File: src/rtl/dec_seq_if.sv
// Handshake and address bus between the sweep controller and dec_addr_sequencer.
interface dec_seq_if #(parameter int AW = 4);
  logic          start;
  logic          stop;
  logic          dir;
  logic [AW-1:0] first;
  logic [AW-1:0] last;
  logic [AW-1:0] a;
  logic          valid;
  logic          busy;
  logic          done;

  modport master (output start, stop, dir, first, last, input a, valid, busy, done);
  modport slave  (input start, stop, dir, first, last, output a, valid, busy, done);
endinterface

File: src/rtl/dec_addr_sequencer.sv
// Address sweeper feeding the 4-to-16 decoder: walks first..last up or down, DWELL cycles per address.
// Optional macro DEC_SEQ_WRAP_EN: restart at first after last instead of ending the sweep.
module dec_addr_sequencer #(
  parameter int AW    = 4,
  parameter int DWELL = 2
) (
  input logic      clk,
  input logic      rst,
  dec_seq_if.slave bus
);
  typedef enum logic [1:0] {IDLE, RUN, DONE} state_t;

  localparam logic [7:0] CNT_MAX = 8'(DWELL - 1);

  state_t        state, state_nx;
  logic [AW-1:0] a_q, a_nx;
  logic [AW-1:0] first_q, first_nx, last_q, last_nx;
  logic          dir_q, dir_nx;
  logic          valid_q, valid_nx, busy_q, busy_nx, done_q, done_nx;
  logic [7:0]    cnt_q, cnt_nx;

  always_ff @(posedge clk or posedge rst) begin
    if (rst) begin
      state   <= IDLE;
      a_q     <= '0;
      first_q <= '0;
      last_q  <= '0;
      dir_q   <= 1'b0;
      valid_q <= 1'b0;
      busy_q  <= 1'b0;
      done_q  <= 1'b0;
      cnt_q   <= '0;
    end else begin
      state   <= state_nx;
      a_q     <= a_nx;
      first_q <= first_nx;
      last_q  <= last_nx;
      dir_q   <= dir_nx;
      valid_q <= valid_nx;
      busy_q  <= busy_nx;
      done_q  <= done_nx;
      cnt_q   <= cnt_nx;
    end
  end

  always_comb begin
    state_nx = state;
    a_nx     = a_q;
    first_nx = first_q;
    last_nx  = last_q;
    dir_nx   = dir_q;
    valid_nx = valid_q;
    busy_nx  = busy_q;
    done_nx  = 1'b0;
    cnt_nx   = cnt_q;
    case (state)
      IDLE: begin
        valid_nx = 1'b0;
        busy_nx  = 1'b0;
        cnt_nx   = '0;
        // stop wins over a simultaneous start
        if (bus.start && !bus.stop) begin
          first_nx = bus.first;
          last_nx  = bus.last;
          dir_nx   = bus.dir;
          a_nx     = bus.first;
          valid_nx = 1'b1;
          busy_nx  = 1'b1;
          state_nx = RUN;
        end
      end
      RUN: begin
        if (bus.stop) begin
          state_nx = IDLE;
          valid_nx = 1'b0;
          busy_nx  = 1'b0;
          cnt_nx   = '0;
        end else if (cnt_q == CNT_MAX) begin
          cnt_nx = '0;
          if (a_q == last_q) begin
`ifdef DEC_SEQ_WRAP_EN
            a_nx    = first_q;
            done_nx = 1'b1;
`else
            state_nx = DONE;
            valid_nx = 1'b0;
            busy_nx  = 1'b0;
            done_nx  = 1'b1;
`endif
          end else begin
            a_nx = dir_q ? a_q - AW'(1) : a_q + AW'(1);
          end
        end else begin
          cnt_nx = cnt_q + 8'd1;
        end
      end
      DONE: begin
        state_nx = IDLE;
        valid_nx = 1'b0;
        busy_nx  = 1'b0;
      end
      default: state_nx = IDLE;
    endcase
  end

  assign bus.a     = a_q;
  assign bus.valid = valid_q;
  assign bus.busy  = busy_q;
  assign bus.done  = done_q;
endmodule

File: src/flat_wrapper.sv
// flat-port wrapper written by rule: the top's interface ports become plain ports
module dec_addr_sequencer_flat 
#(
  parameter int AW    = 4,
  parameter int DWELL = 2
)
  (clk, rst, bus_start, bus_stop, bus_dir, bus_first, bus_last, bus_a, bus_valid, bus_busy, bus_done);
  dec_seq_if #(.AW(AW)) bus_i ();
  input logic clk;
  input logic rst;
  input wire logic [$bits(bus_i.start)-1:0] bus_start;
  input wire logic [$bits(bus_i.stop)-1:0] bus_stop;
  input wire logic [$bits(bus_i.dir)-1:0] bus_dir;
  input wire logic [$bits(bus_i.first)-1:0] bus_first;
  input wire logic [$bits(bus_i.last)-1:0] bus_last;
  output wire logic [$bits(bus_i.a)-1:0] bus_a;
  output wire logic [$bits(bus_i.valid)-1:0] bus_valid;
  output wire logic [$bits(bus_i.busy)-1:0] bus_busy;
  output wire logic [$bits(bus_i.done)-1:0] bus_done;
  assign bus_i.start = bus_start;
  assign bus_i.stop = bus_stop;
  assign bus_i.dir = bus_dir;
  assign bus_i.first = bus_first;
  assign bus_i.last = bus_last;
  assign bus_a = bus_i.a;
  assign bus_valid = bus_i.valid;
  assign bus_busy = bus_i.busy;
  assign bus_done = bus_i.done;
  dec_addr_sequencer #(.AW(AW), .DWELL(DWELL)) u_core (.clk(clk), .rst(rst), .bus(bus_i));
endmodule
File: config.mk
export PLATFORM = sky130hd
export DESIGN_NAME = dec_addr_sequencer_flat
export DESIGN_NICKNAME = d
export VERILOG_FILES = /design/src/rtl/dec_seq_if.sv /design/src/rtl/dec_addr_sequencer.sv /design/src/flat_wrapper.sv
export SDC_FILE = /design/constraint.sdc
export NUM_CORES = 1
export LEC_CHECK = 0
export ABC_AREA = 1
export BUFFER_PORTS_ARGS = -buffer_cell sky130_fd_sc_hd__buf_2
export CORE_ASPECT_RATIO = 1.1
export CORE_MARGIN = 2
export CORE_UTILIZATION = 40
export CTS_CLUSTER_SIZE = 24
export DETAILED_ROUTE_END_ITERATION = 12
export HOLD_SLACK_MARGIN = 0.03
export PLACE_DENSITY = 0.69
export SYNTH_ARGS = -nofsm -noshare
export SYNTH_HDL_FRONTEND = slang
export SYNTH_SLANG_ARGS = --single-unit
File: constraint.sdc
create_clock -name clk -period 1.6 [get_ports clk]
set_input_delay 0 -clock clk [delete_from_list [all_inputs] [get_ports clk]]
set_output_delay 0 -clock clk [all_outputs]
set_load 0.005 [all_outputs]
==> metrics.cfg, run 1 <==
[placed_design]
place_congestion = 0.773
hpwl_um = 2000
portBuffers = 19
placed_cell_area_um2 = 1480

[sta]
max_slew.worst_pin.slew_ns = 0.272
finalSetupViolCount = 0
fin_crit_ns = 1.46
whs_ns = 0.0566
finalHoldViolations = 0
min_period_over_period = 0.915
fin_tns_setup_ns = 0
max-slew-margin-rel = 0.818
fmax_mhz = 683
fin_worst_skew_ns = 0.00549
maxSlewViolCount = 0

[worst_setup_path]
critical_path.max_stage_delay_ns = 0.46
crit_family = flip-flops
crit_buf_inv = 3
criticalPathCategory = reg2reg
crit_fanout = 5
crit_top_cell = inv_2
crit_slowest_cell = dfrtp_2
crit_path_start_kind = flop
cp.arrival_ns = 1.67
critPathCaptureType = flop
required_ns = 1.81
path_cells = inv_2 > ha_4 > inv_2 > nand2_4 > inv_4 > nor2_4 > nand2_2 > nor2_2 > xor2_1 > nor2_1

[synth]
ys_ff_latch = 21
avgSynthCellArea_um2 = 7.50
syn-num-nets = 197
synth-edff-count = 0
ys_top_cells_by_area = dfrtp_1 40%, nand2_1 15%, ha_1 7.6%, inv_1 6.0%, nand3_1 5.0%
ys_top_cells_by_count = 53 x nand2_1, 21 x dfrtp_1, 21 x inv_1, 16 x nor2_1, 13 x nand3_1
ys_async_sr_fraction = 1.00
yosysSeqAreaShare = 0.400
yosysUniqueCellTypes = 23
synthFlopType = dfrtp_1
synth_area_um2 = 1310
synth_top_family_by_area = simple AND/OR/NAND/NOR gates
synth_compound_area_frac = 0.0658
yosys.area_share.simple = 0.337
synth.most_common_cell = nand2_1
syn_inst = 175
synthMuxAreaShare = 0
synth-xor-area-share = 0.0200
synth_top_area_frac = 0.400
ys_warn_count = 0
synth_adder_area_share = 0.0915
synth.largest_area_cell = dfrtp_1

[pwr]
irDropWorstVdd_mv = 0.513
pwr-share-clk = 0.101
leakage_nw = 0.889
power_density_nw_per_um2 = 1530
power_switching_w = 0.00115
finalPower_w = 0.00256
cell_internal_pwr_w = 0.00141
p_seq_frac = 0.318
comb_power_share = 0.581
switching_share = 0.450

[global_route]
grt_pass1_vias = 1122
antenna_found_initial = 0
grt_start_max_net_pins = 22
grt_pass1_wl_um = 4640
grt_use_total = 0.161
grt_overflow = 0

[worst_hold_path]
hold_class = in2reg

[drt]
via_per_inst = 4.76
ant_nets = 0
drt_iter0_drc = 54
drc = 3
vias = 1186
wl_per_cell_um = 11.2
wl_um = 2790
dr.pass1.iters = 8

[floorplanning]
initial_core_util = 0.423
die_x_um = 58.6
rows = 21
dieArea_um2 = 3760
io_pins = 20
fp.dieH_um = 64.1
core_um2 = 3100

[cts]
cts_tree = built
clock_sinks = 21
cts_made_buffers = 3
clk_pin_slew_ns = 0.12
root_buffer = clkbuf_4
cts-htree-levels = 1
clock_latency_ns = 0.31
cts_max_path_buffers = 2

[layout]
fillCellCount = 283
fin_nets = 238
drive_gt1_frac = 0.279
n_antenna_cell = 0
final_core_util = 0.541
synthToLayoutAreaGrowth_pct = 27.8
final_area_um2 = 1680

[run_status]
violations = design-rule violations
outcome = finished with violations

[run]
max_cap_viol_count = 0

-- what timing repair did --
| item | in CTS | in global routing |
|---|---|---|
| gates resized for setup | 0 | 15 |
| hold endpoints to repair | 28 | 0 |
| hold buffers | 8 | 0 |
| setup endpoints to repair | 0 | 8 |
| buffers inserted | 0 | 5 |
-- state kept, by name (all words and copies together) (netlist names) --
name and count:
u_core.cnt_q 8, u_core.dir_q 1, u_core.bus.done 1, u_core.bus.a 4
u_core.bus.busy 1, u_core.last_q 4, u_core.state 2
-- power groups by stage --
stage	sequential, W	combinational (W)	clock (W)
after detailed placement	0.000817	0.00129	0
after global routing	0.000836	0.00170	0.000296
after global placement	0.000814	0.00128	0
after CTS	0.000807	0.00131	0.000270
after floorplan	0.000813	0.000939	0
final	0.000816	0.00149	0.000258
-- cell type report --
class / instances / area, µm² / share of cell area
inverter: 27 / 106 / 0.0634
sequential: 21 / 528 / 0.315
multi-input combinational: 126 / 724 / 0.432
timing repair buffer: 37 / 250 / 0.149
tap: 34 / 42.5 / 0.0254
clock buffer: 4 / 26.3 / 0.0157
-- kinds of logic (layout without fill, tap and decap cells) --
kind of cell | count (synthesis) | count (layout)
AOI/OAI and AO/OA | 16 | 16
adders and majority gates | 9 | 9
and+or+nand+nor | 98 | 98
buffers and inverters | 28 | 68
xor gates and xnor gates | 3 | 3
DFF | 21 | 21
-- per-layer routing --
layer / vias to the layer above / global-route usage / routed length (µm) / share of wire
met5: - / 0 / 0 / 0
met4: 0 / 0.0682 / 44 / 0.016
met3: 5 / 0.0182 / 83 / 0.030
met2: 25 / 0.275 / 1380 / 0.49
met1: 532 / 0.201 / 1280 / 0.46
li1: 624 / - / - / -
-- metrics by stage --
| stage | worst slack [ns] | instances |
|---|---|---|
| 3_3_place_gp | 0.122 | 232 |
| 6_report | 0.136 | 249 |
| 4_1_cts | 0.0644 | 244 |
| 2_1_floorplan | 0.154 | 175 |
| 5_1_grt | -0.00532 | 249 |
| 3_5_place_dp | 0.0956 | 232 |
-- worst register-to-register path, delay by kind of cell, from the launching register on --
kind	cells	cell delay, ns
flip-flops	1	0.46
AND/OR/NAND/NOR	5	0.37
buffers and inverters	3	0.20
adder cells (fa/ha/maj)	1	0.17
XOR/XNOR	1	0.16
-- layout by cell type, fill, tap and decap left out, types with 7 or more instances in the layout --
| master | instances |
|---|---|
| nand2_1 | 52 |
| dfrtp_1 | 19 |
| buf_4 | 10 |
| nor2_1 | 14 |
| dlygate4sd3_1 | 8 |
| nand3_1 | 13 |
| a21oi_1 | 7 |
| buf_2 | 19 |
| inv_1 | 19 |
-- path summary, 6_finish.rpt --
path | endpoint | start | depth (start not counted) | slack [ns]
max | u_core.cnt_q[5] | u_core.state[0] | 10 | 0.14
min | u_core.bus.a[0] | bus_first[0] | 5 | 0.06
max reg2reg | u_core.cnt_q[5] | u_core.state[0] | 10 | 0.14
min reg2reg | u_core.bus.busy | u_core.bus.busy | 2 | 0.51
max in group asynchronous | u_core.bus.a[2] | rst | 4 | 1.12
min in group asynchronous | u_core.cnt_q[2] | rst | 4 | 0.25
(Power assumes the default switching activity.)
==> inputs of run 2 (changes only) <==
Settings changed: ABC_AREA 1 to not set.
==> run 2 against run 1 <==
The flow finishes with violations (negative setup slack). Core utilization increased by 14 points. Combinational power increased by 77%. Non-clock buffer count increased by 32. Global-route usage increased by 4.3 points. Hold slack improved by 0.0017 ns.
==> metrics.cfg, run 2 <==
[floorplanning]
initial_core_util = 0.420  ; -0.00330
rows = 21  ; unchanged
core_um2 = 3070  ; -0.85%
io_pins = 20  ; unchanged
dieArea_um2 = 3700  ; -1.5%
fp.dieH_um = 63.6  ; -0.76%
die_x_um = 58.2  ; -0.76%

[layout]
drive_gt1_frac = 0.591  ; +0.312
layout_common_cells = 40 x buf_4, 19 x buf_2, 18 x dfrtp_1, 8 x nor2_1
regMostFlops = u_core.cnt_q
register_area_um2 = 529  ; +0.24%
largest_reg_flops = 8  ; unchanged
multi_input_area_um2 = 971  ; +34%
synthToLayoutAreaGrowth_pct = 62.4
n_antenna_cell = 0  ; unchanged
final_core_util = 0.682  ; +0.141
fin_nets = 221  ; -7.1%
fillCellCount = 220  ; -22%
final_common_cell = buf_4

[worst_setup_path]
crit_buf_inv = 1  ; -2
crit_slowest_cell = dfrtp_1
timing.rr.end = u_core.state[0]
criticalPathCategory = reg2reg
crit_fanout = 3  ; -2
crit_family = simple AND/OR/NAND/NOR gates
ff2ff_path_depth = 7  ; -3
critPathCaptureType = flop
path_cells = inv_2 > ha_4 > nor4b_4 > and2_4 > nand2_4 > a21boi_2 > mux2_4
critical_path.max_stage_delay_ns = 0.41  ; -0.05 ns
required_ns = 1.82  ; about the same
r2r_slack_ns = -0.17  ; -0.31 ns
r2r-start = u_core.cnt_q[1]
crit_path_start_kind = flop
cp.arrival_ns = 2.00  ; +0.33 ns

[cts]
cts_max_path_buffers = 2  ; unchanged
clk_pin_slew_ns = 0.14  ; +0.02 ns
clock_latency_ns = 0.32  ; about the same
cts_tree = built
root_buffer = clkbuf_4
cts_made_buffers = 3  ; unchanged
cts-htree-levels = 1  ; unchanged
clock_sinks = 21  ; unchanged

[sta]
min_period_over_period = 1.11  ; +0.194
finalHoldViolations = 0  ; unchanged
fmax_mhz = 564  ; -18%
finalSetupViolCount = 13  ; +13
maxSlewViolCount = 0  ; unchanged
rsz0062_at_grt = yes
fin_worst_skew_ns = 0.0154  ; +0.00989 ns
max_slew.worst_pin.slew_ns = 0.382  ; +0.111 ns
fin_crit_ns = 1.77  ; +0.311 ns
setup_slack_ns = -0.174  ; -0.311 ns
max-slew-margin-rel = 0.743  ; -0.0742

[synth]
syn_inst = 128  ; -27%
synthFlopType = dfrtp_1
ys_warn_count = 0  ; unchanged
syn-num-nets = 150  ; -24%
synth_area_um2 = 1290  ; -1.6%
avgSynthCellArea_um2 = 10.1  ; +35%
ys_ff_latch = 21  ; unchanged
synth.largest_area_cell = dfrtp_1
ys_top_cells_by_count = 21 x dfrtp_1, 12 x nor2_1, 8 x a21oi_1, 8 x ha_1
yosysUniqueCellTypes = 43  ; +87%
synth_top_area_frac = 0.407  ; +0.00660
yosysSeqAreaShare = 0.407  ; +0.00660
synth-edff-count = 0  ; unchanged
ys_top_cells_by_area = dfrtp_1 41%, ha_1 7.8%, xor2_1 4.7%, mux2_2 4.4%, nor2_1 3.5%
ys_async_sr_fraction = 1.00  ; unchanged
synth.most_common_cell = dfrtp_1

[drt]
wl_um = 3770  ; +35%
dr.pass1.iters = 4  ; -4
drt_iter0_drc = 20  ; -63%
met3_length_um = 110  ; +33%
wl_met1_um = 1560  ; +21%
wl_per_cell_um = 16.3  ; +45%
ant_nets = 0  ; unchanged
wl_met2_um = 2040  ; +49%
via_per_inst = 5.43  ; +14%
vias = 1260  ; +6.2%
dr.max_layer_used = met4
drc = 0  ; -3

[global_route]
grt_pass1_wl_um = 5780  ; +25%
grt_use_total = 0.203  ; +0.0427
grt_pass1_vias = 1250  ; +11%
antenna_found_initial = 0  ; unchanged
grt_overflow = 0  ; unchanged
grt_start_max_net_pins = 13  ; -41%

[pwr]
power_density_nw_per_um2 = 1820  ; +19%
irDropWorstVdd_mv = 1.43  ; +180%
switching_share = 0.427  ; -0.0234
cell_internal_pwr_w = 0.00219  ; +55%
leakage_nw = 0.945  ; +6.4%
power_switching_w = 0.00163  ; +41%
pwr-share-clk = 0.073  ; -0.028
comb_power_share = 0.693  ; +0.112
p_seq_frac = 0.235  ; -0.083

[worst_hold_path]
hold_end = u_core.bus.a[0]
hold_depth = 3  ; -2
hold_class = in2reg
min-delay-start = bus_first[0]

[run_status]
outcome = finished with violations
violations = negative setup slack

[run]
max_cap_viol_count = 0  ; unchanged

[placed_design]
portBuffers = 19  ; unchanged
place_ws_ns = -0.166  ; -0.262 ns
place_congestion = 0.863  ; +12%
hpwl_um = 2470  ; +23%

run 2: layout make-up:
type | count | share of cell area
sequential | 21 | 0.252
clock buffer | 3 | 0.0107
inverter | 7 | 0.0125
clock inverter | 1 | 0.00239
timing repair buffer | 69 | 0.239
tap | 34 | 0.0203
multi-input combinational | 97 | 0.463
run 2: stage by stage:
step / TNS, ns / cells / hold slack (ns) / total power, W / area [µm²]
after floorplan: -0.294 / 128 / -0.0236 / 0.00197 / 1340
after global placement: -0.374 / 211 / -0.0136 / 0.00265 / 1700
after detailed placement: -0.855 / 211 / -0.0105 / 0.00274 / 1700
after CTS: -0.711 / 222 / 0.0411 / 0.00320 / 1850
after global routing: -1.96 / 232 / 0.0803 / 0.00407 / 2100
final: -1.17 / 232 / 0.0582 / 0.00382 / 2100
run 2: power by group through the flow:
| stage | clock network, W | registers (W) | logic (W) |
|---|---|---|---|
| 2_1_floorplan | 0 | 0.000882 | 0.00108 |
| 4_1_cts | 0.000277 | 0.000860 | 0.00207 |
| 3_3_place_gp | 0 | 0.000857 | 0.00179 |
| 5_1_grt | 0.000296 | 0.000914 | 0.00286 |
| 3_5_place_dp | 0 | 0.000871 | 0.00187 |
| 6_report | 0.000278 | 0.000895 | 0.00264 |
run 2: worst register-to-register path, cell delays in order (launching register included):
cell and delay [ns]:
dfrtp_1 0.41, inv_2 0.08, ha_4 0.11, nor4b_4 0.32, and2_4 0.23, nand2_4 0.06
a21boi_2 0.17, mux2_4 0.32
run 2: kinds of logic (layout without fill, tap and decap cells):
group	Yosys count	after routing	synth area share
fa+ha+maj	9	9	0.0930
buf+inv	10	80	0.0329
xor+xnor	10	10	0.0678
simple gates	46	46	0.205
flops	21	21	0.407
compound gates	23	23	0.117
mux	9	9	0.0765
run 2: worst max path at each step:
stage	to	from	depth (start not counted)	slack (ns)
6_report	u_core.state[0]	u_core.cnt_q[1]	7	-0.17
5_1_grt	u_core.bus.a[3]	u_core.dir_q	6	-0.28
4_1_cts	u_core.bus.a[3]	u_core.bus.a[2]	6	-0.17
3_5_place_dp	u_core.state[0]	u_core.cnt_q[1]	7	-0.17
3_3_place_gp	u_core.bus.a[3]	u_core.bus.a[2]	6	-0.14
2_1_floorplan	u_core.state[0]	u_core.bus.a[1]	5	-0.12
run 2: routing by layer:
metal  vias up  GRT usage
li1        595          -
met2        27      0.368
met4         0     0.0436
met5         -          0
met1       630      0.254
met3         8     0.0246
run 2: repair_timing:
item | CTS | global route
setup buffers | 1 | 12
endpoints found under the hold margin | 26 | 0
hold buffers | 6 | 0
gates resized for setup | 12 | 36
cloned | 0 | 0
pin swaps | 5 | 27
endpoints found under the setup margin | 17 | 16
==> inputs of run 3 (changes only) <==
Settings changed: CORE_ASPECT_RATIO 1.1 to 1.25.
==> run 3 against run 2 <==
Clock-buffer cell count stayed put. Final cell count is 1.7% lower. Clock skew is 0.0069 ns lower. Register-to-register slack hardly changed. First-iteration DRC count is 90% higher. Highest routed layer unchanged. The flow still finishes with violations (negative setup slack). Via count is 3.0% lower. Global-route usage is 0.21 points higher. Fmax is 0.61% higher. Critical path depth stayed put. Hold slack better by 0.051 ns.
==> metrics.cfg, run 3 (same netlist as run 2, synthesis figures left out) <==
[worst_setup_path]
cp.arrival_ns = 1.96  ; -0.04 ns
crit_path_start_kind = flop
required_ns = 1.80  ; -0.02 ns
criticalPathCategory = reg2reg
crit_fanout = 5  ; +2
r2r_slack_ns = -0.16  ; about the same
ff2ff_path_depth = 7  ; unchanged
critPathCaptureType = flop

[floorplanning]
fp.dieH_um = 67.5  ; +6.2%
core_um2 = 3140  ; +2.0%
io_pins = 20  ; unchanged
die_x_um = 54.8  ; -5.8%
rows = 23  ; +9.5%
initial_core_util = 0.412  ; -0.00838
dieArea_um2 = 3700  ; about the same

[layout]
drive_gt1_frac = 0.565  ; -0.0255
fillCellCount = 220  ; unchanged
n_antenna_cell = 0  ; unchanged
synthToLayoutAreaGrowth_pct = 58.0
fin_cells = 228  ; -1.7%
fin_nets = 214  ; -3.2%
largest_reg_flops = 8  ; unchanged
final_area_um2 = 2040  ; -2.7%
regMostFlops = u_core.cnt_q
layout_common_cells = 33 x buf_4, 19 x buf_2, 18 x dfrtp_1
final_common_cell = buf_4

[pwr]
irDropWorstVdd_mv = 1.24  ; -13%
leakage_nw = 0.919  ; -2.7%
power_density_nw_per_um2 = 1820  ; +0.27%

[sta]
whs_ns = 0.110  ; +0.0514 ns
finalHoldViolations = 0  ; unchanged
fin_crit_ns = 1.76  ; -0.0107 ns
finalSetupViolCount = 13  ; unchanged
max-slew-margin-rel = 0.755  ; +0.0115
fin_worst_skew_ns = 0.00850  ; -0.00688 ns
fmax_mhz = 567  ; +0.61%
rsz0062_at_grt = yes
min_period_over_period = 1.10  ; -0.00669
fin_tns_setup_ns = -0.955  ; +0.215 ns
maxSlewViolCount = 0  ; unchanged
setup_slack_ns = -0.164  ; +0.0107 ns
max_slew.worst_pin.slew_ns = 0.365  ; -0.0172 ns

[placed_design]
placed_cell_area_um2 = 1690  ; -0.66%
hpwl_um = 2320  ; -5.9%
place_congestion = 0.874  ; +1.4%
portBuffers = 19  ; unchanged
dpl.cell_count = 212  ; +0.47%

[cts]
root_buffer = clkbuf_8
clock_latency_ns = 0.27  ; -0.05 ns
cts_max_path_buffers = 2  ; unchanged
cts_made_buffers = 3  ; unchanged
cts_tree = built
clock_sinks = 21  ; unchanged
clk_pin_slew_ns = 0.09  ; -0.05 ns
cts-htree-levels = 1  ; unchanged

[drt]
wl_um = 3560  ; -5.8%
drc = 0  ; unchanged
ant_nets = 0  ; unchanged
wl_per_cell_um = 15.6  ; -4.1%
dr.pass1.iters = 4  ; unchanged
drt_iter0_drc = 38  ; +90%
vias = 1222  ; -3.0%
via_per_inst = 5.36  ; -1.3%

[global_route]
grt_overflow = 0  ; unchanged
grt_start_max_net_pins = 22  ; +9
antenna_found_initial = 0  ; unchanged
grt_pass1_vias = 1247  ; -0.24%
grt_pass1_wl_um = 5480  ; -5.3%
grt_use_total = 0.206  ; +0.00213

[worst_hold_path]
hold_depth = 4  ; +1
hold_class = in2reg

[run_status]
outcome = finished with violations
violations = negative setup slack

[run]
max_cap_viol_count = 0  ; unchanged

## run 3: critical path, cell delays in order, from the launching register on
cell	delay, ns
dfrtp_1	0.42
xor2_2	0.21
nor4_4	0.42
buf_6	0.20
nor3_4	0.06
buf_4	0.14
nand3b_1	0.14
nand3_1	0.10
## run 3: final timing paths
check,start,endpoint
hold / removal,bus_first[2],u_core.bus.a[2]
hold reg to reg,u_core.last_q[2],u_core.last_q[2]
setup reg to reg,u_core.bus.a[3],u_core.bus.a[2]
min in group asynchronous,rst,u_core.cnt_q[2]
max in group asynchronous,rst,u_core.dir_q
setup / recovery,u_core.bus.a[3],u_core.bus.a[2]
## run 3: repair_timing
item,CTS,global route
hold buffers,6,0
hold endpoints to repair,26,0
gates resized for setup,19,27
setup endpoints to repair,13,18
setup buffers,3,4
pin swaps,8,9
## run 3: cell type report
cell class                 instances  area (µm²)  area share
tap                               37        46.3      0.0227
sequential                        21         529       0.259
multi-input combinational         97         945       0.463
clock buffer                       3        41.3      0.0202
clock inverter                     1        5.00     0.00245
timing repair buffer              62         448       0.219
inverter                           7        26.3      0.0129
## run 3: per-stage QoR
step / total power [W] / utilization / setup slack (ns)
3_5_place_dp: 0.00268 / 0.538 / -0.179
2_1_floorplan: 0.00197 / - / -0.121
4_1_cts: 0.00336 / 0.604 / -0.137
3_3_place_gp: 0.00263 / 0.538 / -0.121
6_report: 0.00372 / 0.651 / -0.164
5_1_grt: 0.00397 / 0.651 / -0.249
## run 3: power breakdown
part	internal, W	switching (W)
Clock	0.000174	0.000196
Sequential	0.000703	0.000169
Combinational	0.00127	0.00122
Total	0.00214	0.00158
## run 3: layer usage
layer / wire (µm) / track usage / up-vias / part of all wire
met3: 90 / 0.0243 / 7 / 0.025
met1: 1370 / 0.230 / 603 / 0.38
li1: - / - / 579 / -
met4: 45 / 0.0938 / 0 / 0.013
met2: 2050 / 0.374 / 33 / 0.58
met5: 0 / 0 / - / 0
